`src/rtl/mem_port_arbiter.sv`:
```
// Arbiter that shares one single-port memory between instruction fetch and the
// load/store path, one req/gnt/rvalid transaction at a time, with bounded fetch starvation.
module mem_port_arbiter #(
  parameter int unsigned STARVE_MAX = 4,
  parameter int unsigned TIMEOUT    = 64
) (
  input  logic        clk,
  input  logic        rst_n,
  input  logic        IReqF,
  input  logic [31:0] IAddrF,
  output logic [31:0] IRdataF,
  output logic        IValidF,
  input  logic        DReqM,
  input  logic        DWeM,
  input  logic [31:0] DAddrM,
  input  logic [31:0] DWdataM,
  input  logic [3:0]  DByteEnM,
  output logic [31:0] DRdataM,
  output logic        DValidM,
  output logic        StallF,
  output logic        StallM,
  output logic        mem_req,
  output logic        mem_we,
  output logic [31:0] mem_addr,
  output logic [31:0] mem_wdata,
  output logic [3:0]  mem_be,
  input  logic        mem_gnt,
  input  logic        mem_rvalid,
  input  logic [31:0] mem_rdata,
  output logic        BusErr
);

  localparam logic [3:0] STARVE_LIM = 4'(STARVE_MAX);
  localparam logic [7:0] TMO_LAST   = 8'(TIMEOUT - 1);

  typedef enum logic [1:0] {
    ST_IDLE = 2'd0,
    ST_REQ  = 2'd1,
    ST_WAIT = 2'd2,
    ST_RESP = 2'd3
  } state_t;

  state_t      state_r, state_nxt_s;
  logic        owner_fetch_r;
  logic        we_r;
  logic [31:0] addr_r, wdata_r;
  logic [3:0]  be_r;
  logic [3:0]  starve_r, starve_nxt_s;
  logic [7:0]  tmo_r, tmo_nxt_s;
  logic [31:0] irdata_r, drdata_r;
  logic        ivalid_r, dvalid_r, buserr_r;

  logic        latch_s, grant_fetch_s, capture_s, timeout_s, enter_resp_s;

  // State register
  always_ff @(posedge clk or negedge rst_n) begin
    if (!rst_n) begin
      state_r <= ST_IDLE;
    end else begin
      state_r <= state_nxt_s;
    end
  end

  // Next-state, arbitration and counter update decisions
  always_comb begin
    state_nxt_s   = state_r;
    latch_s       = 1'b0;
    grant_fetch_s = 1'b0;
    capture_s     = 1'b0;
    timeout_s     = 1'b0;
    enter_resp_s  = 1'b0;
    starve_nxt_s  = starve_r;
    tmo_nxt_s     = 8'd0;
    case (state_r)
      ST_IDLE: begin
        if (IReqF || DReqM) begin
          latch_s       = 1'b1;
          state_nxt_s   = ST_REQ;
          // data has priority unless fetch has already lost STARVE_MAX times in a row
          grant_fetch_s = IReqF && (!DReqM || (starve_r == STARVE_LIM));
          if (grant_fetch_s) begin
            starve_nxt_s = 4'd0;
          end else if (IReqF) begin
            starve_nxt_s = (starve_r == STARVE_LIM) ? starve_r : starve_r + 4'd1;
          end else begin
            starve_nxt_s = 4'd0;
          end
        end else begin
          starve_nxt_s = 4'd0;
        end
      end
      ST_REQ: begin
        if (mem_gnt) begin
          if (we_r) begin
            state_nxt_s  = ST_RESP;
            enter_resp_s = 1'b1;
          end else begin
            state_nxt_s = ST_WAIT;
          end
        end else begin
          state_nxt_s = ST_REQ;
        end
      end
      ST_WAIT: begin
        if (mem_rvalid) begin
          capture_s    = 1'b1;
          enter_resp_s = 1'b1;
          state_nxt_s  = ST_RESP;
        end else if (tmo_r == TMO_LAST) begin
          timeout_s    = 1'b1;
          enter_resp_s = 1'b1;
          state_nxt_s  = ST_RESP;
        end else begin
          tmo_nxt_s = tmo_r + 8'd1;
        end
      end
      ST_RESP: begin
        state_nxt_s = ST_IDLE;
      end
      default: begin
        state_nxt_s = ST_IDLE;
      end
    endcase
  end

  // Latched transaction fields plus starvation and timeout counters
  always_ff @(posedge clk or negedge rst_n) begin
    if (!rst_n) begin
      owner_fetch_r <= 1'b0;
      we_r          <= 1'b0;
      addr_r        <= 32'h0;
      wdata_r       <= 32'h0;
      be_r          <= 4'h0;
      starve_r      <= 4'd0;
      tmo_r         <= 8'd0;
    end else begin
      starve_r <= starve_nxt_s;
      tmo_r    <= tmo_nxt_s;
      if (latch_s) begin
        owner_fetch_r <= grant_fetch_s;
        if (grant_fetch_s) begin
          we_r    <= 1'b0;
          addr_r  <= IAddrF;
          wdata_r <= 32'h0;
          be_r    <= 4'hF;
        end else begin
          we_r    <= DWeM;
          addr_r  <= DAddrM;
          wdata_r <= DWdataM;
          be_r    <= DByteEnM;
        end
      end
    end
  end

  // Completion pulses and per-requester read data
  always_ff @(posedge clk or negedge rst_n) begin
    if (!rst_n) begin
      ivalid_r <= 1'b0;
      dvalid_r <= 1'b0;
      buserr_r <= 1'b0;
      irdata_r <= 32'h0;
      drdata_r <= 32'h0;
    end else begin
      ivalid_r <= enter_resp_s & owner_fetch_r;
      dvalid_r <= enter_resp_s & ~owner_fetch_r;
      buserr_r <= timeout_s;
      if (capture_s || timeout_s) begin
        if (owner_fetch_r) begin
          irdata_r <= capture_s ? mem_rdata : 32'h0;
        end else begin
          drdata_r <= capture_s ? mem_rdata : 32'h0;
        end
      end
    end
  end

  assign mem_req   = (state_r == ST_REQ);
  assign mem_we    = (state_r == ST_REQ) & we_r;
  assign mem_addr  = addr_r;
  assign mem_wdata = wdata_r;
  assign mem_be    = be_r;

  assign IRdataF = irdata_r;
  assign IValidF = ivalid_r;
  assign DRdataM = drdata_r;
  assign DValidM = dvalid_r;
  assign BusErr  = buserr_r;

  // rst_n gating keeps the stalls low while the core is held in reset
  assign StallF = rst_n & IReqF & ~ivalid_r;
  assign StallM = rst_n & DReqM & ~dvalid_r;

endmodule

```
`config.mk`:
```
export PLATFORM = sky130hd
export DESIGN_NAME = mem_port_arbiter
export DESIGN_NICKNAME = d
export VERILOG_FILES = /design/src/rtl/mem_port_arbiter.sv
export SDC_FILE = /design/constraint.sdc
export NUM_CORES = 1
export LEC_CHECK = 0
export CAP_MARGIN = 10
export CORE_MARGIN = 4
export CORE_UTILIZATION = 35
export CTS_BUF_LIST = sky130_fd_sc_hd__clkbuf_8
export CTS_CLUSTER_SIZE = 20
export DETAILED_ROUTE_END_ITERATION = 10
export DONT_BUFFER_PORTS = 1
export SYNTH_ARGS = -nofsm -noshare
export SYNTH_HDL_FRONTEND = slang
export SYNTH_SLANG_ARGS = --single-unit
```
`constraint.sdc`:
```
create_clock -name clk -period 3.83 [get_ports clk]
set_clock_uncertainty 0.1 [all_clocks]
set_input_delay 0.1915 -clock clk [delete_from_list [all_inputs] [get_ports clk]]
set_output_delay 0.1915 -clock clk [all_outputs]
set_load 0.01 [all_outputs]
```
== Word level (Yosys, flattened, before mapping) ==
Cells that the tools add are included.

* Bits in registers: 151
* Input bits: 139
* Output and inout bits: 139

* Add/sub/neg operators: 2
* Eq/ne operators: 8
* Muxes and demuxes: 31
* Bitwise logic cells: 10
* Reductions and logical operators: 10

{| class="wikitable"
|+ Operators by type and width
! cell !! count
|-
| 32-bit two-way mux || 3
|-
| 8-bit two-way mux || 3
|-
| 4-bit two-way mux || 5
|-
| 1-bit two-way mux || 14
|-
| 8-bit by 1-bit adder with 8-bit output (second input constant) || 1
|-
| 8-bit by 6-bit == test with 1-bit output (second input constant) || 1
|-
| 2-bit two-way mux || 4
|-
| 2-bit one-hot mux with 4 select lines || 1
|-
| 2-bit AND reduction || 4
|-
| 1-bit AND || 7
|-
| 4-bit by 1-bit adder with 4-bit output (second input constant) || 1
|-
| 2-bit == test (second input constant) || 2
|-
| 4-bit by 3-bit == test with 1-bit output (second input constant) || 1
|-
| 4-bit by 3-bit != test with 1-bit output (second input constant) || 1
|-
| 1-bit logical OR || 3
|-
| 3-bit != test (second input constant) || 1
|-
| 1-bit inverter || 3
|-
| 2-bit by 1-bit == test with 1-bit output (second input constant) || 1
|-
| 2-bit logical NOT || 1
|-
| 2-bit != test (second input constant) || 1
|-
| 1-bit one-hot mux with 2 select lines || 1
|-
| 1-bit logical AND || 1
|-
| 1-bit logical NOT || 1
|}

== Longest topological paths before layout ==
Gate-level depths: netlist (run 1).

* Word-level depth: 6
* Mapped depth: 8
* Depth with buffers taken out: 6

== Least setup slack after synthesis (run 1) ==
Ideal clock, no wire load.

* Kind: reg2reg
* Start point: reg tmo_r[0]
* End point: reg drdata_r[10], in the netlist DRdataM[10]
* Setup time: 122 ps
* Data arrival time: 1584 ps
* Setup slack: 2024 ps
* Cell stages (with the launch flop): 7
* Buffers on the path: 1
* Clock period less this slack: 1806 ps
* Cell sequence: dfrtp_1 -> ha_1 -> nand3_4 -> o41ai_4 -> nand2_4 -> buf_6 -> a32o_1

* Cells in the longest elaborated chain, start to end: 6

{| class="wikitable"
|+ RTL lines
! what !! RTL line !! text
|-
| start: declaration || 49 || <nowiki>logic [7:0] tmo_r, tmo_nxt_s;</nowiki>
|-
| start signal: assignment || 138 || <nowiki>tmo_r <= tmo_nxt_s;</nowiki>
|-
| 8-bit by 6-bit == test with 1-bit output || 109 || <nowiki>end else if (tmo_r == TMO_LAST) begin</nowiki>
|-
| 1-bit two-way mux || 109 ||
|-
| 1-bit two-way mux || 105 || <nowiki>if (mem_rvalid) begin</nowiki>
|-
| 1-bit two-way mux || 74 || <nowiki>case (state_r)</nowiki>
|-
| 1-bit logical OR || 168 || <nowiki>if (capture_s || timeout_s) begin</nowiki>
|-
| 2-bit AND reduction (no line) || n/a ||
|-
| end signal: assignment || 172 || <nowiki>drdata_r <= capture_s ? mem_rdata : 32'h0;</nowiki>
|-
| end: declaration || 50 || <nowiki>logic [31:0] irdata_r, drdata_r;</nowiki>
|}

Every way passes these cells.
A chain may end at the register's enable or synchronous reset.

== Worst setup path in the final report (run 1) ==
* Start point: reg state_r[0]
* End point: reg addr_r[13], in the netlist mem_addr[13]

* Cells in the longest elaborated chain, start to end: 3
* Elaborated cells between the ends (all ways): 4
* Classes of those cells: 3 x mux; 1 x reduce/logical

{| class="wikitable"
|+ RTL lines
! what !! RTL line !! text
|-
| start: declaration || 43 || <nowiki>state_t state_r, state_nxt_s;</nowiki>
|-
| start signal: assignment || 60 || <nowiki>state_r <= state_nxt_s;</nowiki>
|-
| 2-bit logical NOT (*) || 74 ||
|-
| 1-bit two-way mux || 74 ||
|-
| 32-bit two-way mux || 141 || <nowiki>if (grant_fetch_s) begin</nowiki>
|-
| end signal: assignment || 143 || <nowiki>addr_r <= IAddrF;</nowiki>
|-
| end signal: assignment || 148 || <nowiki>addr_r <= DAddrM;</nowiki>
|-
| end: declaration || 46 || <nowiki>logic [31:0] addr_r, wdata_r;</nowiki>
|}

Mark *: on every way between the ends. The rest lies on a longest branch, timed or not.

==> impl_summary.md, run 1 <==
Detailed routing
After detailed routing, the number of remaining DRC violations is 0. The total wire length after detailed routing is 18400 um. For this run, the detailed router's first-pass iteration total came to 6. Dividing the detail-routed wire length by the instance count gives 19.3 um. The remaining antenna violation count is 0. The via count of the routed design is roughly 5200. The initial DRC count is 370. After detailed routing, the number of vias per cell comes to 5.48.

Clock tree
The number of levels the H-tree was split into is 4. After clock tree synthesis, the setup repair step added 0 buffers. The clock drives approximately 150 sinks. The clock latency on the worst-skew pair is 430 ps. The TritonCTS clock tree is yes. No sink is reached through more buffers than the 2 on the longest clock path. Gates resized during post-CTS repair numbered 0. The clock root buffer master is sky130_fd_sc_hd__clkbuf_8.

Clock-pin slew was measured on the worst setup and hold paths at about 80 ps. The CTS buffer count is 17.

Yosys
The net count after synthesis is 728. The top cell type's share of synthesized area is 60.4%. For this run, asynchronously set or reset flops after synthesis account for 100%. The count of different cell masters after synthesis is 37. The prevailing post-synth register cell is sky130_fd_sc_hd__dfrtp_1. Counting every instance in the synthesized netlist gives about 580. For this run, the number of Yosys warnings is 0. For this run, the register share of the synthesized area comes to 60.4%.

Yosys mapped a number of flops with a built-in enable equal to 0. In the post-synthesis netlist, the biggest area contributors are sky130_fd_sc_hd__dfrtp_1, sky130_fd_sc_hd__a32o_1, sky130_fd_sc_hd__nand2_1, sky130_fd_sc_hd__a21oi_1, sky130_fd_sc_hd__nand3_1. Summing every instance area after synthesis gives approximately 6300 sq um. The library cell with the largest summed area after synthesis is sky130_fd_sc_hd__dfrtp_1. The mean instance size in the synthesized netlist is 10.7 sq um. sky130_fd_sc_hd__dfrtp_1 is the most common cell in the netlist. By count the netlist is led by sky130_fd_sc_hd__dfrtp_1, sky130_fd_sc_hd__nand2_1, sky130_fd_sc_hd__a21oi_1. Synthesis inferred about 150 register bits.

Global route
The wire length of the first global-routing pass is 28800 um. The number of global-route vias before repair is 5573. The initial antenna violation count is 1. Across every metal layer, demand over resource in global routing totals 17.9%. Entering global routing, the biggest net connects between 150 and 200 pins. The total overflow left after global routing is 0.

Die
The number of primary I/O pins is 278. The die covers 20100 sq um. In this run the core area contains 48 standard-cell rows. After floorplanning, the core was sized to cover 17400 sq um. The height of the die is 142 um. From left edge to right edge, the die measures approximately 140 um. The initial standard-cell utilization of the core is 35.9%.

Placed design
Summed over all nets, the half-perimeter wirelength after detailed placement is 11400 um. The total of buffers placed on input and output ports is 0. Routability-driven placement finished with a final weighted congestion of 0.847. In this run, placement finished with an instance count of 764.

Timing
Setup repair after global routing left no endpoint under its margin. Setup violations remaining at the end of the flow were counted as 0. The tightest hold path in the finished design has a slack of approximately 79 ps.

The number of hold violations in the final report is 0. For the final routed database, the setup TNS stands at 0 ps. Headroom to the max-slew limit came out at 28.7%. The number of pins with negative max-slew slack in the final report is 0.

Timing would allow up to 319 MHz. The share of the cycle needed by the critical path after routing is 81.7%. At the pin with the least slew margin, the transition time is 1070 ps. The clock period could shrink to approximately 3100 ps.

Power and ir drop
The power density over the cells is 748 nW/um^2. The maximum VDD drop is 0.316 mV. The design draws 0.00624 W. The analysis attributes to cell leakage a power of 3.72 nW.

Outcome
The flow ran to the end, and the final reports show no timing, DRC or antenna violations.

Cells and area
Counting the fill cells in the layout gives 1551. At the end of the flow, the number of nets in the layout was 859. The ratio of cells with drive above 1 in the final layout is 6.75%. The final non-filler cell total is 952. Compared with the post-synthesis result, the final layout area differs by 33.5%. The multi-input gate area in the final layout is 2240 sq um. Across the whole layout, storage elements account for between 3000 and 4000 sq um.

Setup path
The nature of the critical path startpoint is a flip-flop. At the worst endpoint, the required time is 4100 ps. The maximum fanout along the worst path is between 40 and 50.

The type of element capturing the critical path is a flip-flop. The category of the most critical setup path is reg2reg. Data arrives at the worst endpoint at 3400 ps.

Flow run
Across the run, the number of max-cap violations was 0.

Worst hold path
The path class of the lowest-slack min-delay path is in2reg.
-- cell families (layout without fill, tap and decap cells) --
| logic type | after synthesis | count (layout) | share of synthesized area [%] |
|---|---|---|---|
| other cells | 0 | 1 | 0 |
| flops | 151 | 151 | 60.4 |
| fa+ha+maj | 7 | 7 | 1.40 |
| compound gates | 147 | 147 | 18.1 |
| simple gates | 215 | 215 | 14.8 |
| mux | 2 | 2 | 0.320 |
| buf+inv | 54 | 198 | 4.14 |
| xor+xnor | 6 | 6 | 0.840 |
-- final cells by class --
class | instances | area share (%)
sequential | 151 | 45.3
timing repair buffer | 160 | 19.6
clock inverter | 15 | 1.86
clock buffer | 17 | 2.80
tap | 225 | 3.37
inverter | 6 | 0.270
multi-input combinational | 377 | 26.8
antenna | 1 | 0.0300
-- layout by cell type (no fill, tap or decap), types with 2 or more instances in the layout --
cell	netlist	layout
sky130_fd_sc_hd__a21oi_1	66	66
sky130_fd_sc_hd__a22oi_1	2	2
sky130_fd_sc_hd__a32o_1	64	64
sky130_fd_sc_hd__and2_1	3	3
sky130_fd_sc_hd__buf_16	0	2
sky130_fd_sc_hd__buf_4	0	5
sky130_fd_sc_hd__bufinv_16	0	2
sky130_fd_sc_hd__clkbuf_8	0	17
sky130_fd_sc_hd__clkinv_2	0	2
sky130_fd_sc_hd__clkinv_4	0	2
sky130_fd_sc_hd__clkinvlp_4	0	3
sky130_fd_sc_hd__dfrtp_1	151	151
sky130_fd_sc_hd__dlygate4sd3_1	0	152
sky130_fd_sc_hd__ha_1	7	7
sky130_fd_sc_hd__inv_1	6	8
sky130_fd_sc_hd__inv_6	0	3
sky130_fd_sc_hd__mux2i_1	2	2
sky130_fd_sc_hd__nand2_1	116	116
sky130_fd_sc_hd__nand2_4	2	2
sky130_fd_sc_hd__nand2b_1	2	2
sky130_fd_sc_hd__nand3_1	36	36
sky130_fd_sc_hd__nor2_1	44	44
sky130_fd_sc_hd__nor3b_1	2	2
sky130_fd_sc_hd__o21ai_0	5	5
sky130_fd_sc_hd__o22ai_1	2	2
sky130_fd_sc_hd__o41ai_4	2	2
sky130_fd_sc_hd__xnor2_1	3	3
sky130_fd_sc_hd__xor2_1	3	3
-- power by group --
group | switching, W | internal [W] | total [W]
registers | 0.000879 | 0.00227 | 0.00315
clock network | 0.000616 | 0.000584 | 0.00120
logic | 0.000875 | 0.00101 | 0.00189
-- registers in the layout, summed over array words and instances (netlist names), named ones only --
register       count
DRdataM           32
IRdataF           32
mem_addr          32
mem_wdata         32
tmo_r              8
mem_be             4
starve_r           4
BusErr             1
DValidM            1
IValidF            1
owner_fetch_r      1
state_r            1
we_r               1
-- metal layers --
layer / part of all wire (%) / vias to the layer above / global-route usage (%)
li1: - / 2320 / -
met1: 35 / 2608 / 19.8
met2: 54 / 248 / 32.0
met3: 7.7 / 44 / 5.59
met4: 2.8 / 0 / 7.07
met5: 0 / - / 0
-- worst max-delay path: stages, from the launching register on --
cell and delay [ps]:
sky130_fd_sc_hd__dfrtp_1 400, sky130_fd_sc_hd__inv_1 130, sky130_fd_sc_hd__ha_1 280, sky130_fd_sc_hd__nor2b_4 900
sky130_fd_sc_hd__buf_4 410, sky130_fd_sc_hd__nor2_1 80, sky130_fd_sc_hd__a21oi_1 140, sky130_fd_sc_hd__dlygate4sd3_1 590
-- per-stage QoR --
stage,worst slack (ps),area (sq um),util (%)
floorplan,2020,6250,-
global route,524,8350,47.9
finish,699,8350,47.9
detailed placement,1300,6360,36.5
CTS,768,8320,47.8
global placement,1450,6360,36.5
-- final timing paths --
check                            from            end  slack, ps  depth (start not counted)
min                             DReqM     state_r[0]         80                          4
max reg2reg                state_r[0]   mem_addr[13]        700                          7
max in group asynchronous       rst_n    IRdataF[26]       2760                          2
max                        state_r[0]   mem_addr[13]        700                          7
min reg2reg                  tmo_r[0]       tmo_r[0]        370                          1
min in group asynchronous       rst_n  mem_wdata[16]        280                          2
-- timing repair --
action                     in CTS  in global routing
hold endpoints to repair      302                  0
setup endpoints to repair       0                  0
hold buffers                  154                  0
Note: power is estimated with default switching activity, not from simulation.
==> inputs of run 2 (changes only) <==
==> constraint.sdc (replaced) <==
create_clock -name clk -period 3.24 [get_ports clk]
set_clock_uncertainty 0.1 [all_clocks]
set_input_delay 0.162 -clock clk [delete_from_list [all_inputs] [get_ports clk]]
set_output_delay 0.162 -clock clk [all_outputs]
set_load 0.01 [all_outputs]
==> run 2 against run 1 <==
Net effect:
- sequential share of layout area hardly changed
- non-clock buffer count increased by 2
- maximum frequency rose by 8.3%
- the run now ends with negative hold slack left
- via count up 0.71%
- total power up 19%
- design area hardly changed
- clock-buffer cell count unchanged
==> impl_summary.md, run 2 (synthesis results as in run 1) <==
Cells and area
The post-route netlist has 7.14% of its cells at a drive strength greater than 1. In the layout the commonest cells are sky130_fd_sc_hd__dlygate4sd3_1, sky130_fd_sc_hd__dfrtp_1, sky130_fd_sc_hd__nand2_1. The layout-stage area growth over the synthesis result is 33.4%. Once layout is complete, the utilization of the core stands at 47.9%.

The layout has 1535 filler cells. Leaving out fill and tap cells, the most frequent cell in the layout is sky130_fd_sc_hd__dlygate4sd3_1. Once layout is done, the placed cells without fillers occupy approximately 8300 sq um. In the final design database the tool counted 861 nets.

Timing
At the pin with the least slew margin, the transition time is 730 ps. The setup TNS is 0 ps. The worst path uses between 80% and 90% of the clock period. The number of hold violations in the final report is 151.

Setup repair after global routing left no endpoint under its margin. The number of pins with negative max-slew slack in the final report came to 0. The number of setup violations in the final report is 0.

Derived from the worst setup path, the maximum achievable clock frequency is around 350 MHz. The worst hold slack is -701 ps. The worst pin sits at a relative slew slack of ~50%.

The routed design could run at a clock period as short as 2890 ps.

Detailed routing
The number of vias per cell is 5.50. For this block, the via count after detailed routing is 5257. The number of remaining DRC errors is 0. The first-pass detailed-route iteration total is 5. The remaining antenna violation count is 0. The final layout contains routed wiring with a total length of roughly 19000 um. The initial DRC count is 366. In the final routed layout, each cell accounts on average for 19.9 um.

Power and ir drop
The share of total power dissipated in sequential elements is around half. The power density over the cells is 887 nW/um^2. Net switching is approximately two fifths of the power. The total leakage power is approximately 3.7 nW. The reported net switching power is 0.00285 W. Cell internal power was estimated by the tool at 0.00454 W. The total power is 0.00740 W. Of the total power, the clock network draws 19.4%. VDD sags by at most between 0.4 and 0.5 mV. Combinational logic is responsible for a little under a third of the overall power.

Clock tree
The clock root buffer master is sky130_fd_sc_hd__clkbuf_8. The number of levels the H-tree was split into is 4. In this run, post-CTS hold repair placed 154 buffers. The number of sinks driven by the clock tree is 151. In this run the post-CTS setup repair buffer count came out at 0. The clock transition at the registers of the reported paths is 100 ps. TritonCTS built the clock tree. Counting along the longest clock path gives a buffer depth of 2.

The clock latency on the worst-skew pair is 440 ps. The CTS buffer count is 17.

Outcome
The flow ran to the end, but the final reports show violations. The checks that failed: negative hold slack.

Global route
The initial antenna violation count is 2. Entering global routing, the biggest net connects 154 pins. Across every metal layer, demand over resource in global routing totals 18.8%.

The number of global-route vias before repair is a little under 6000. The wire length of the first global-routing pass is 30300 um. Summed over all layers, the global routing overflow is 0.

Die
The area of the core is 17400 sq um. The number of primary I/O pins is 278. The floorplan has 48 rows. The die is about 140 um wide. The floorplan die area is 20100 sq um. The height of the die is about 140 um. Once the floorplan was initialized, standard cells occupied between 30% and 40% of the core.

Setup path
STA puts the critical path data required time at ~3500 ps. The maximum fanout along the worst path is 35. The type of element capturing the critical path is a flip-flop. Across all register-to-register paths, the minimum setup slack is 350 ps. The category of the most critical setup path is reg2reg.

STA classifies the critical path startpoint as a flip-flop. The arrival time of the worst setup path is around 3200 ps.

Placed design
The placed instances occupy a cell area of 6380 sq um. The total of buffers placed on input and output ports is 0. At the end of routability-driven placement, the weighted congestion stood at 0.850. The HPWL after detailed placement is 11600 um.

Flow run
The tool flagged a number of max-cap violations equal to 0.

Worst hold path
The tightest min-delay check is of the in2async type.
==> run 2: final cells by class <==
cell class | count | area (sq um) | share of cell area, %
timing repair buffer | 162 | 1620 | 19.4
sequential | 151 | 3780 | 45.3
antenna | 2 | 5.00 | 0.0600
clock buffer | 17 | 234 | 2.81
inverter | 6 | 22.5 | 0.270
tap | 225 | 282 | 3.38
clock inverter | 15 | 163 | 1.95
multi-input combinational | 377 | 2240 | 26.8
==> run 2: worst max-delay path: stages, from the launching register on <==
cell and delay [ps]:
sky130_fd_sc_hd__dfrtp_1 380, sky130_fd_sc_hd__inv_1 80, sky130_fd_sc_hd__ha_1 200, sky130_fd_sc_hd__nand3b_1 170
sky130_fd_sc_hd__a21bo_2 620, sky130_fd_sc_hd__buf_4 410, sky130_fd_sc_hd__nand2_1 90, sky130_fd_sc_hd__a21oi_1 160
sky130_fd_sc_hd__dlygate4sd3_1 590
==> run 2: final timing paths <==
| check | from | end | cells after the start |
|---|---|---|---|
| max reg2reg | starve_r[0] | mem_addr[13] | 8 |
| min | rst_n | mem_wdata[4] | 0 |
| min reg2reg | tmo_r[0] | tmo_r[0] | 1 |
| min in group clk | DReqM | mem_wdata[6] | 3 |
| max in group asynchronous | rst_n | tmo_r[1] | 0 |
| max | starve_r[0] | mem_addr[13] | 8 |
==> run 2: what timing repair did <==
item / CTS / global route
endpoints found under the hold margin: 301 / 151
resized for setup: 0 / 0
setup endpoints to repair: 0 / 0
==> run 2: per-layer routing <==
metal  vias up  wire, um  GRT usage, %
met5         -         0             0
met4         0       486          7.07
met3        40      1260          5.97
met2       224     10100          33.2
met1      2670      7160          21.3
li1       2323         -             -
==> run 2: power groups by stage <==
| stage | clock (W) | combinational, W | sequential, W |
|---|---|---|---|
| 4_1_cts | 0.00149 | 0.00217 | 0.00373 |
| 3_3_place_gp | 0 | 0.00142 | 0.00375 |
| 6_report | 0.00144 | 0.00223 | 0.00372 |
| 3_5_place_dp | 0 | 0.00154 | 0.00376 |
| 2_1_floorplan | 0 | 0.00128 | 0.00349 |
| 5_1_grt | 0.00157 | 0.00249 | 0.00380 |
==> run 2: metrics by stage <==
stage	worst slack (ps)	std cells	hold WS, ps
2_1_floorplan	1430	582	-234
3_3_place_gp	1100	767	-230
3_5_place_dp	949	767	-230
4_1_cts	422	953	-744
5_1_grt	180	955	-756
6_report	350	955	-701
